$ cat config.mk
export PLATFORM = sky130hd
export DESIGN_NAME = seq_detect_param_flat
export DESIGN_NICKNAME = d
export VERILOG_FILES = /design/src/rtl/seq_detect_param_if.sv /design/src/rtl/seq_detect_param.sv /design/src/flat_wrapper.sv
export SDC_FILE = /design/constraint.sdc
export NUM_CORES = 1
export LEC_CHECK = 0
export ABC_AREA = 1
export CAP_MARGIN = 10
export CORE_ASPECT_RATIO = 0.5
export CORE_MARGIN = 4
export CORE_UTILIZATION = 45
export DETAILED_ROUTE_END_ITERATION = 7
export PLACE_DENSITY = 0.69
export SYNTH_ARGS = -nofsm -noshare
export SYNTH_HDL_FRONTEND = slang
export SYNTH_SLANG_ARGS = --single-unit
$ cat constraint.sdc
create_clock -name clk_i -period 1.7 [get_ports clk_i]
set_clock_uncertainty 0.1 [all_clocks]
set_input_delay 0.425 -clock clk_i [delete_from_list [all_inputs] [get_ports clk_i]]
set_output_delay 0.425 -clock clk_i [all_outputs]
set_load 0.01 [all_outputs]
$ cat src/rtl/seq_detect_param_if.sv
// rtl/seq_detect_param_if.sv - character stream and match result bundle for seq_detect_param
interface seq_detect_param_if;
    logic [7:0]  data;
    logic        data_vld;
    logic        clr_cnt;
    logic        out;
    logic [15:0] match_cnt;

    modport master (
        output data,
        output data_vld,
        output clr_cnt,
        input  out,
        input  match_cnt
    );

    modport slave (
        input  data,
        input  data_vld,
        input  clr_cnt,
        output out,
        output match_cnt
    );
endinterface

$ cat src/rtl/seq_detect_param.sv
// rtl/seq_detect_param.sv - parametrised byte-stream pattern detector with saturating match counter
module seq_detect_param #(
    parameter int PAT_LEN     = 5,
    parameter     PATTERN     = "Hello",
    parameter int CASE_INSENS = 1,
    parameter int OVERLAP     = 1
) (
    input  logic              clk_i,
    input  logic              rst_i,
    seq_detect_param_if.slave bus
);

    if (PAT_LEN < 1 || PAT_LEN > 8) begin : g_bad_len
        $error("seq_detect_param: PAT_LEN must be in 1..8");
    end
    if ($bits(PATTERN) != 8 * PAT_LEN) begin : g_bad_pat
        $error("seq_detect_param: PATTERN width must equal 8*PAT_LEN");
    end

    localparam int HIST   = (PAT_LEN > 1) ? PAT_LEN - 1 : 1;
    localparam int HW     = 8 * HIST;
    localparam int FILL_W = (PAT_LEN > 1) ? $clog2(PAT_LEN) : 1;
    localparam logic [FILL_W-1:0]    FILL_MAX = FILL_W'(PAT_LEN - 1);
    localparam logic [8*PAT_LEN-1:0] PAT_V    = PATTERN;

    function automatic logic [7:0] fold(input logic [7:0] b);
        if (CASE_INSENS != 0 && b >= 8'h41 && b <= 8'h5A) begin
            return b | 8'h20;
        end
        return b;
    endfunction

    // History byte 0 (low byte) is the oldest, so it lines up with the pattern's first character.
    logic [HW-1:0]     hist_q, hist_d;
    logic [FILL_W-1:0] fill_q, fill_d;
    logic [15:0]       cnt_q, cnt_d;
    logic              out_q;
    logic [7:0]        cur_f;
    logic              seq_eq;
    logic              match;

    always_comb begin
        cur_f  = fold(bus.data);
        seq_eq = (cur_f == fold(PAT_V[7:0]));
        for (int i = 0; i < PAT_LEN - 1; i++) begin
            if (hist_q[8*i +: 8] != fold(PAT_V[8*(PAT_LEN-i)-1 -: 8])) begin
                seq_eq = 1'b0;
            end
        end
        match = bus.data_vld && (fill_q == FILL_MAX) && seq_eq;

        fill_d = fill_q;
        hist_d = hist_q;
        if (bus.data_vld) begin
            if (match && OVERLAP == 0) begin
                fill_d = '0;
            end else begin
                if (fill_q != FILL_MAX) begin
                    fill_d = fill_q + 1'b1;
                end
                hist_d = HW'({cur_f, hist_q} >> 8);
            end
        end

        // A clear wins over a simultaneous match; the pulse itself is unaffected.
        cnt_d = cnt_q;
        if (bus.clr_cnt) begin
            cnt_d = '0;
        end else if (match && cnt_q != 16'hFFFF) begin
            cnt_d = cnt_q + 16'd1;
        end
    end

    always_ff @(posedge clk_i) begin
        if (rst_i) begin
            hist_q <= '0;
            fill_q <= '0;
            cnt_q  <= '0;
            out_q  <= 1'b0;
        end else begin
            hist_q <= hist_d;
            fill_q <= fill_d;
            cnt_q  <= cnt_d;
            out_q  <= match;
        end
    end

    assign bus.out       = out_q;
    assign bus.match_cnt = cnt_q;

endmodule

$ cat src/flat_wrapper.sv
// flat-port wrapper written by rule: the top's interface ports become plain ports
module seq_detect_param_flat 
#(
    parameter int PAT_LEN     = 5,
    parameter     PATTERN     = "     ",
    parameter int CASE_INSENS = 1,
    parameter int OVERLAP     = 1
)
  (clk_i, rst_i, bus_data, bus_data_vld, bus_clr_cnt, bus_out, bus_match_cnt);
  seq_detect_param_if bus_i ();
  input  logic clk_i;
  input  logic rst_i;
  input wire logic [$bits(bus_i.data)-1:0] bus_data;
  input wire logic [$bits(bus_i.data_vld)-1:0] bus_data_vld;
  input wire logic [$bits(bus_i.clr_cnt)-1:0] bus_clr_cnt;
  output wire logic [$bits(bus_i.out)-1:0] bus_out;
  output wire logic [$bits(bus_i.match_cnt)-1:0] bus_match_cnt;
  assign bus_i.data = bus_data;
  assign bus_i.data_vld = bus_data_vld;
  assign bus_i.clr_cnt = bus_clr_cnt;
  assign bus_out = bus_i.out;
  assign bus_match_cnt = bus_i.match_cnt;
  seq_detect_param #(.PAT_LEN(PAT_LEN), .PATTERN(PATTERN), .CASE_INSENS(CASE_INSENS), .OVERLAP(OVERLAP)) u_core (.clk_i(clk_i), .rst_i(rst_i), .bus(bus_i));
endmodule
After elaboration in Yosys (flattened, before gate mapping) --
Cells that the tools add are included.
Storage, ports and cells: register bits after elaboration 52, latch bits 0, memory bits (writable) 0, bits in read-only memories 0, bits of input ports 12, output and inout bits 17, word-level logic and storage cells 29, memories kept 0
Operators by class: $add $sub $neg 2, multiply operators 0, divide/modulo/power cells 0, order comparisons 2, equality and inequality tests 8, shift-type cells 0, multiplexer cells 7, bitwise gates (word level) 0, reductions and logical operators 6
Operators with widths (count):
- 8-bit by 6-bit != test with 1-bit output, second input constant | 4
- 16-bit by 1-bit adder with 16-bit output, second input constant | 1
- 8-bit 2-to-1 mux | 2
- 16-bit != test, second input constant | 1
- 8-bit by 6-bit equality test with 1-bit output, second input constant | 1
- 8-bit by 7-bit >= comparator with 1-bit output, second input constant | 1
- 8-bit by 7-bit less-or-equal comparator with 1-bit output, second input constant | 1
- 1-bit 2-to-1 mux | 5
- 1-bit logical AND | 4
- 3-bit by 1-bit adder with 3-bit output, second input constant | 1
- 3-bit equality test, second input constant | 1
- 3-bit != test, second input constant | 1
- 2-bit AND reduction | 1
- 2-bit OR reduction | 1

Depth between registers and ports, before layout --
Gate-level depths: netlist (run 1).
word-level depth 11, depth in mapped cells 13, depth with buffers taken out 12

Worst setup path after synthesis (run 1) --
OpenSTA, ideal clock, no wires.
kind register to register, from reg u_core.cnt_q[1] (netlist: u_core.bus.match_cnt[1]), to reg u_core.cnt_q[10] (netlist: u_core.bus.match_cnt[10]), setup time 0.118 ns, arrival 1.430 ns, required time 1.482 ns, path slack 0.052 ns, stages on the path, launching flop included 11, buffers on the path 0, clock period less this slack 1.648 ns, cell sequence dfxtp_1 ha_1 nand2_1 nor2_2 nand4_2 nand2_1 nor2_1 nand3_1 nand2_1 nand2_1 nor2_1
Between the ends: word-level cells in the longest chain between the ends 2, elaborated cells on any way between the ends 3, those cells by class add/sub (1); eq/ne (1); reduce/logical (1)
Ends and longest elaborated chain:
- start: declaration | line seq_detect_param.sv:36 | logic [15:0] cnt_q, cnt_d;
- start signal: assignment | line seq_detect_param.sv:83 | cnt_q <= cnt_d;
- parallel branches: the longest is 2 deep, another holds 16-bit by 1-bit adder with 16-bit output
Several ways; the timed one is not identified. A chain may end at the register's enable or synchronous reset.

Worst setup path after layout (run 1) --
from reg u_core.fill_q[0], to reg u_core.cnt_q[8] (netlist: u_core.bus.match_cnt[8])
Between the ends: word-level cells in the longest chain between the ends 4
Ends and longest elaborated chain:
- start: declaration | line seq_detect_param.sv:35 | logic [FILL_W-1:0] fill_q, fill_d;
- start signal: assignment | line seq_detect_param.sv:82 | fill_q <= fill_d;
- 3-bit equality test | line seq_detect_param.sv:50 | match = bus.data_vld && (fill_q == FILL_MAX) && seq_eq;
- 1-bit logical AND (2 in a row) | line seq_detect_param.sv:50
- 1-bit logical AND | line seq_detect_param.sv:69 | end else if (match && cnt_q != 16'hFFFF) begin
No other way between the ends.

==> flow_summary.json, run 1 <==
{
  "final_cell_area_sq_mm": 0.00353,
  "start_kind": "flop",
  "run_status": "finished, violations left",
  "vias": 2669,
  "antenna_found_initial": 0,
  "root_buffer": "clkbuf_16",
  "min_period_ns": 1.82,
  "dp_hpwl_microns": 4270,
  "ir_drop_uv": 581,
  "synth_top_area_cell": "dfxtp_1",
  "cts_buffers": 5,
  "finalPower_mw": 2.62,
  "syn2layout_area_growth_pct": 36.0,
  "syn_area_per_cell_sq_um": 6.56,
  "ys_types": 26,
  "io_pins": 29,
  "end_kind": "flop",
  "routabilityCongestion": 0.848,
  "synth_area_sq_mm": 0.00259,
  "insertion_delay_ns": 0.29,
  "worstPathRequired_ns": 1.82,
  "r2r-end": "u_core.bus.match_cnt[8]",
  "report.final.slew_viol_count": 0,
  "grt-ovfl-total": 0,
  "worstPathArrival_ns": 1.94,
  "cap_violations": 0,
  "netlist_top_cells_area": "dfxtp_1, nor2_1, nand2_1, inv_1, o21ai_0",
  "clk_pin_slew_ns": 0.07,
  "io_buffers": 28,
  "grt_pass1_vias": 2577,
  "reg2reg_slack_ns": -0.12,
  "place_ws_ns": -0.569,
  "final_layout_size_suffix_gt1_frac": 0.234,
  "fmax_mhz": 549,
  "routedWlPerCell_microns": 12.4,
  "h-tree-depth": 2,
  "syn_inst": 395,
  "worst_slew_pin_slew_ns": 0.366,
  "rows": 19,
  "firstDrtPassIters": 4,
  "hold_path_class": "flop to flop",
  "fin_crit_sh": 1.07,
  "dpl_cell_area_sq_mm": 0.00312,
  "ant_nets": 0,
  "clk_path_buf_depth": 2,
  "n_antenna_cell": 0,
  "wl_microns": 6600,
  "yosysTopAreaCellShare": 0.402,
  "max_slew_margin": 0.756,
  "rsz0062_at_grt": "yes",
  "violations": "setup timing",
  "drc": 0,
  "worstReg2RegStart": "u_core.fill_q[0]",
  "die_h_microns": 61.7,
  "hold_start": "u_core.hist_q[27]",
  "synth-seq-cells": 52,
  "critical_path_class": "flop to flop",
  "core_sq_mm": 0.00554,
  "setup_viol": 15,
  "via_per_inst": 5.03,
  "r2r_cells": 13,
  "yosys_warnings": 0,
  "grt_start_max_net_pins": 45,
  "whs_ns": 0.374,
  "syn-num-nets": 410,
  "die_w_microns": 115,
  "nNetsFinal": 472,
  "track_usage": 0.193,
  "initial_core_util": 0.468,
  "holdPathStages": 2,
  "grt_pass1_wl_microns": 10900,
  "whs_endpoint": "u_core.hist_q[27]",
  "final_hold_viol_count": 0,
  "die_area_sq_mm": 0.00711,
  "cts_hold_buf": 0,
  "finalWorstSetupSlack_ns": -0.122,
  "drtIter0Drc": 129,
  "cts_tree": "yes",
  "power.density_mw_per_mm2": 742,
  "leakagePower_nw": 1.62,
  "critPathMaxFanout": 6,
  "clock_sinks": 52,
  "seq_area_frac_synth": 0.402
}
power breakdown:
group / leakage, nW / internal (mW) / switching (mW)
clock network: 0.0742 / 0.552 / 0.466
logic: 1.11 / 0.121 / 0.170
registers: 0.429 / 1.27 / 0.0344
flip-flops by register name, summed over array words and instances, names as in the netlist:
name	flops
u_core.fill_q	3
u_core.bus.match_cnt	16
u_core.bus.out	1
u_core.hist_q	32
cell families (layout without fill, tap and decap cells):
group,Yosys count,count (layout),share of synthesized area
and+or+nand+nor,200,200,0.341
buffers and inverters,77,140,0.117
AOI/OAI and AO/OA,61,61,0.119
DFF,52,52,0.402
adders and majority gates,3,3,0.0145
xor gates and xnor gates,2,2,0.00676
cell type report:
cell class | count | area, sq um
Clock inverter | 3 | 22.5
Tap cell | 73 | 91.3
Clock buffer | 5 | 125
Inverter | 63 | 236
Multi-Input combinational cell | 266 | 1400
Fill cell | 491 | 2010
Timing Repair Buffer | 69 | 603
Sequential cell | 52 | 1050
through the flow:
stage | util | setup TNS, ns | std cells
floorplan | - | 0 | 395
global placement | 0.564 | -8.27 | 509
detailed placement | 0.564 | -9.77 | 509
CTS | 0.619 | -1.09 | 529
global route | 0.637 | -2.95 | 531
finish | 0.637 | -0.691 | 531
synthesized netlist by cell type, drive strengths merged:
library cell / instances
nor2: 78
nand2: 71
inv: 62
dfxtp: 52
o21ai: 33
nand3: 30
a21oi: 27
nand4: 18
clkbuf: 9
buf: 5
ha: 3
a211oi: 1
and2: 1
clkinv: 1
nand3b: 1
nor3: 1
xnor2: 1
xor2: 1
worst max-delay path by stage:
stage	startpoint	end	depth (start not counted)
final	u_core.fill_q[0]	u_core.bus.match_cnt[8]	13
after global routing	u_core.fill_q[0]	u_core.bus.match_cnt[8]	13
after CTS	u_core.fill_q[1]	u_core.bus.match_cnt[9]	13
after detailed placement	bus_data[0]	u_core.bus.match_cnt[10]	11
after global placement	bus_data[0]	u_core.bus.match_cnt[10]	11
after floorplan	u_core.bus.match_cnt[1]	u_core.bus.match_cnt[10]	10
layout by cell type (no fill, tap or decap), drive strengths merged:
cell,synthesis,routed
nor2,78,78
and2,1,1
nor3,1,1
nand4,18,18
clkdlybuf4s15,0,2
clkbuf,9,8
xor2,1,1
a21oi,27,27
clkinv,1,3
clkdlybuf4s50,0,3
ha,3,3
a211oi,1,1
o21ai,33,33
nand3,30,30
dfxtp,52,52
buf,5,41
nand2,71,71
dlymetal6s2s,0,1
dlygate4sd2,0,19
inv,62,63
xnor2,1,1
nand3b,1,1
repair_timing:
item | in CTS | in global routing
gates cloned | 1 | 0
buffers inserted | 11 | 3
pin swaps | 25 | 31
resized for setup | 48 | 43
endpoints found under the setup margin | 33 | 19
critical path, cell delays in order, from the launching register on:
cell,delay (ns)
dfxtp_2,0.32
inv_2,0.06
ha_4,0.13
nand2_2,0.05
inv_2,0.06
nand3_2,0.07
nor2_2,0.09
nand3_2,0.10
nor2_4,0.24
buf_12,0.16
nand3_2,0.08
nand2_1,0.07
nand2_1,0.07
nor2_2,0.12
metal layers:
metal,up-vias,routed length [microns],global-route usage
met4,0,83,0.0686
li1,1374,-,-
met5,-,0,0
met2,49,3300,0.357
met1,1238,2950,0.222
met3,8,277,0.0530
No activity file was read; power rests on OpenSTA's default activity.
==> run 2, diff against run 1 <==
Settings changed: CELL_PAD_IN_SITES_DETAIL_PLACEMENT set to 1, CELL_PAD_IN_SITES_GLOBAL_PLACEMENT set to 1, CORE_UTILIZATION 45 to 36, PLACE_DENSITY 0.69 to unset, PLACE_DENSITY_LB_ADDON set to 0.1.
==> flow_summary.json, run 2 (synthesis gave the netlist of run 1 again) <==
{
  "setup_viol": 13,
  "critPathMaxFanout": 6,
  "via_per_inst": 4.95,
  "grt-ovfl-total": 0,
  "clk_path_buf_depth": 2,
  "power.density_mw_per_mm2": 766,
  "place_ws_ns": -0.529,
  "final_layout_size_suffix_gt1_frac": 0.230,
  "die_area_sq_mm": 0.00871,
  "p_sw_mw": 0.714,
  "rows": 21,
  "run_status": "finished, violations left",
  "hold_path_class": "flop to flop",
  "grt_start_max_net_pins": 45,
  "vias": 2796,
  "final_cell_mix": "nor2_1, nand2_1, inv_1",
  "antenna_found_initial": 0,
  "h-tree-depth": 2,
  "crit_chain": "inv_2 -> ha_4 -> nand2_2 -> inv_2 -> nand3_2 -> nor2_2 -> nand3_2 -> nor2_4 -> buf_12 -> buf_8 -> nand4_1 -> nand2_1 -> nor2_1",
  "dp_hpwl_microns": 5460,
  "rsz0062_at_grt": "yes",
  "min_period_ns": 1.80,
  "core_sq_mm": 0.00683,
  "worstPathRequired_ns": 1.80,
  "ir_drop_uv": 374,
  "drtIter0Drc": 162,
  "firstDrtPassIters": 5,
  "cts_tree": "yes",
  "grt_pass1_vias": 2972,
  "finalPower_mw": 2.85,
  "start_kind": "flop",
  "end_kind": "flop",
  "comb_power_share": 0.123,
  "cts_buffers": 5,
  "top_register": "u_core.hist_q",
  "violations": "setup timing",
  "worstPathArrival_ns": 1.89,
  "track_usage": 0.196,
  "max_slew_margin": 0.711,
  "seq_power_share": 0.459,
  "insertion_delay_ns": 0.30,
  "n_antenna_cell": 0,
  "path_buf_inv": 4,
  "grt_pass1_wl_microns": 13700,
  "ant_nets": 0,
  "die_w_microns": 128,
  "clock_sinks": 52,
  "initial_core_util": 0.379,
  "routabilityCongestion": 0.816,
  "fin_crit_sh": 1.06,
  "slowest_stage": "dfxtp_2",
  "wl_microns": 8070,
  "io_pins": 29,
  "final_hold_viol_count": 0,
  "p_int_mw": 2.14,
  "cap_violations": 0,
  "pwr-share-clk": 0.418,
  "report.final.slew_viol_count": 0,
  "cp_top_family": "simple AND/OR/NAND/NOR gates",
  "p_sw_frac": 0.250,
  "nNetsFinal": 487,
  "leakagePower_nw": 1.71,
  "finalWorstSetupSlack_ns": -0.0978,
  "routedWlPerCell_microns": 14.3,
  "critical_path_class": "flop to flop",
  "root_buffer": "clkbuf_16",
  "clk_pin_slew_ns": 0.07,
  "io_buffers": 28,
  "syn2layout_area_growth_pct": 43.7,
  "drc": 0,
  "worst_slew_pin_slew_ns": 0.432,
  "layout_commonest_cell": "nor2_1",
  "fmax_mhz": 556,
  "die_h_microns": 68.0,
  "largest_reg_flops": 32,
  "cp_slowest_stage_delay_ns": 0.33
}
==> run 2: changes by cell type in the layout (fill, tap and decap cells not counted), sizes merged <==
| cell | delta |
|---|---|
| buf | +15 |
| bufinv | +1 |
| clkbuf | -2 |
| clkdlybuf4s15 | +2 |
| clkdlybuf4s50 | +1 |
| clkinv | -2 |
| dlygate4sd2 | +1 |
| dlymetal6s2s | -1 |
==> run 2: per-layer routing <==
metal	GRT usage	part of all wire	wire length, microns	vias to the layer above
met5	0	0	0	-
met4	0.0450	0.012	98	0
met3	0.0390	0.021	173	13
met2	0.380	0.52	4180	30
met1	0.227	0.45	3620	1344
li1	-	-	-	1409
==> run 2: worst reg2reg max path: cells and delay by family (launching register included) <==
| kind | cells | cell delay, ns |
|---|---|---|
| AND/OR/NAND/NOR | 8 | 0.75 |
| buffers and inverters | 4 | 0.39 |
| flip-flops | 1 | 0.33 |
| adder cells (fa/ha/maj) | 1 | 0.13 |
==> run 2: power by group through the flow <==
stage	combinational [mW]	clock [mW]	sequential (mW)
3_5_place_dp	0.286	0	1.34
5_1_grt	0.398	1.26	1.32
3_3_place_gp	0.274	0	1.33
2_1_floorplan	0.165	0	1.33
4_1_cts	0.340	1.22	1.31
6_report	0.352	1.19	1.31
==> run 2: stage by stage <==
| step | std cells | setup TNS [ns] | utilization | instance area [sq um] | hold slack (ns) |
|---|---|---|---|---|---|
| 2_1_floorplan | 395 | 0 | - | 2590 | 0.344 |
| 3_5_place_dp | 540 | -9.90 | 0.474 | 3240 | 0.369 |
| 3_3_place_gp | 540 | -7.81 | 0.474 | 3240 | 0.361 |
| 4_1_cts | 562 | -1.45 | 0.533 | 3640 | 0.380 |
| 6_report | 565 | -0.759 | 0.545 | 3730 | 0.367 |
| 5_1_grt | 565 | -3.09 | 0.545 | 3730 | 0.413 |
==> run 2: worst paths after layout <==
path | slack, ns | start | endpoint | depth (start not counted)
worst max-delay path | -0.1 | u_core.fill_q[0] | u_core.bus.match_cnt[15] | 13
worst min-delay path | 0.37 | u_core.hist_q[16] | u_core.hist_q[8] | 2
worst max register to register | -0.1 | u_core.fill_q[0] | u_core.bus.match_cnt[15] | 13
worst min register to register | 0.37 | u_core.hist_q[16] | u_core.hist_q[8] | 2
==> run 2: layout make-up <==
cell class	instances	area, sq um
multi-input combinational	266	1370
fill	889	3110
inverter	63	236
tap	92	115
sequential	52	1050
clock inverter	2	38.8
clock buffer	6	129
timing repair buffer	84	790
==> run 2: timing repair <==
| action | 4_1_cts | 5_1_grt |
|---|---|---|
| endpoints found under the setup margin | 34 | 18 |
| gates cloned | 3 | 0 |
| resized for setup | 53 | 27 |
| setup buffers | 11 | 4 |
| hold buffers | 0 | 0 |
| pin swaps | 21 | 35 |
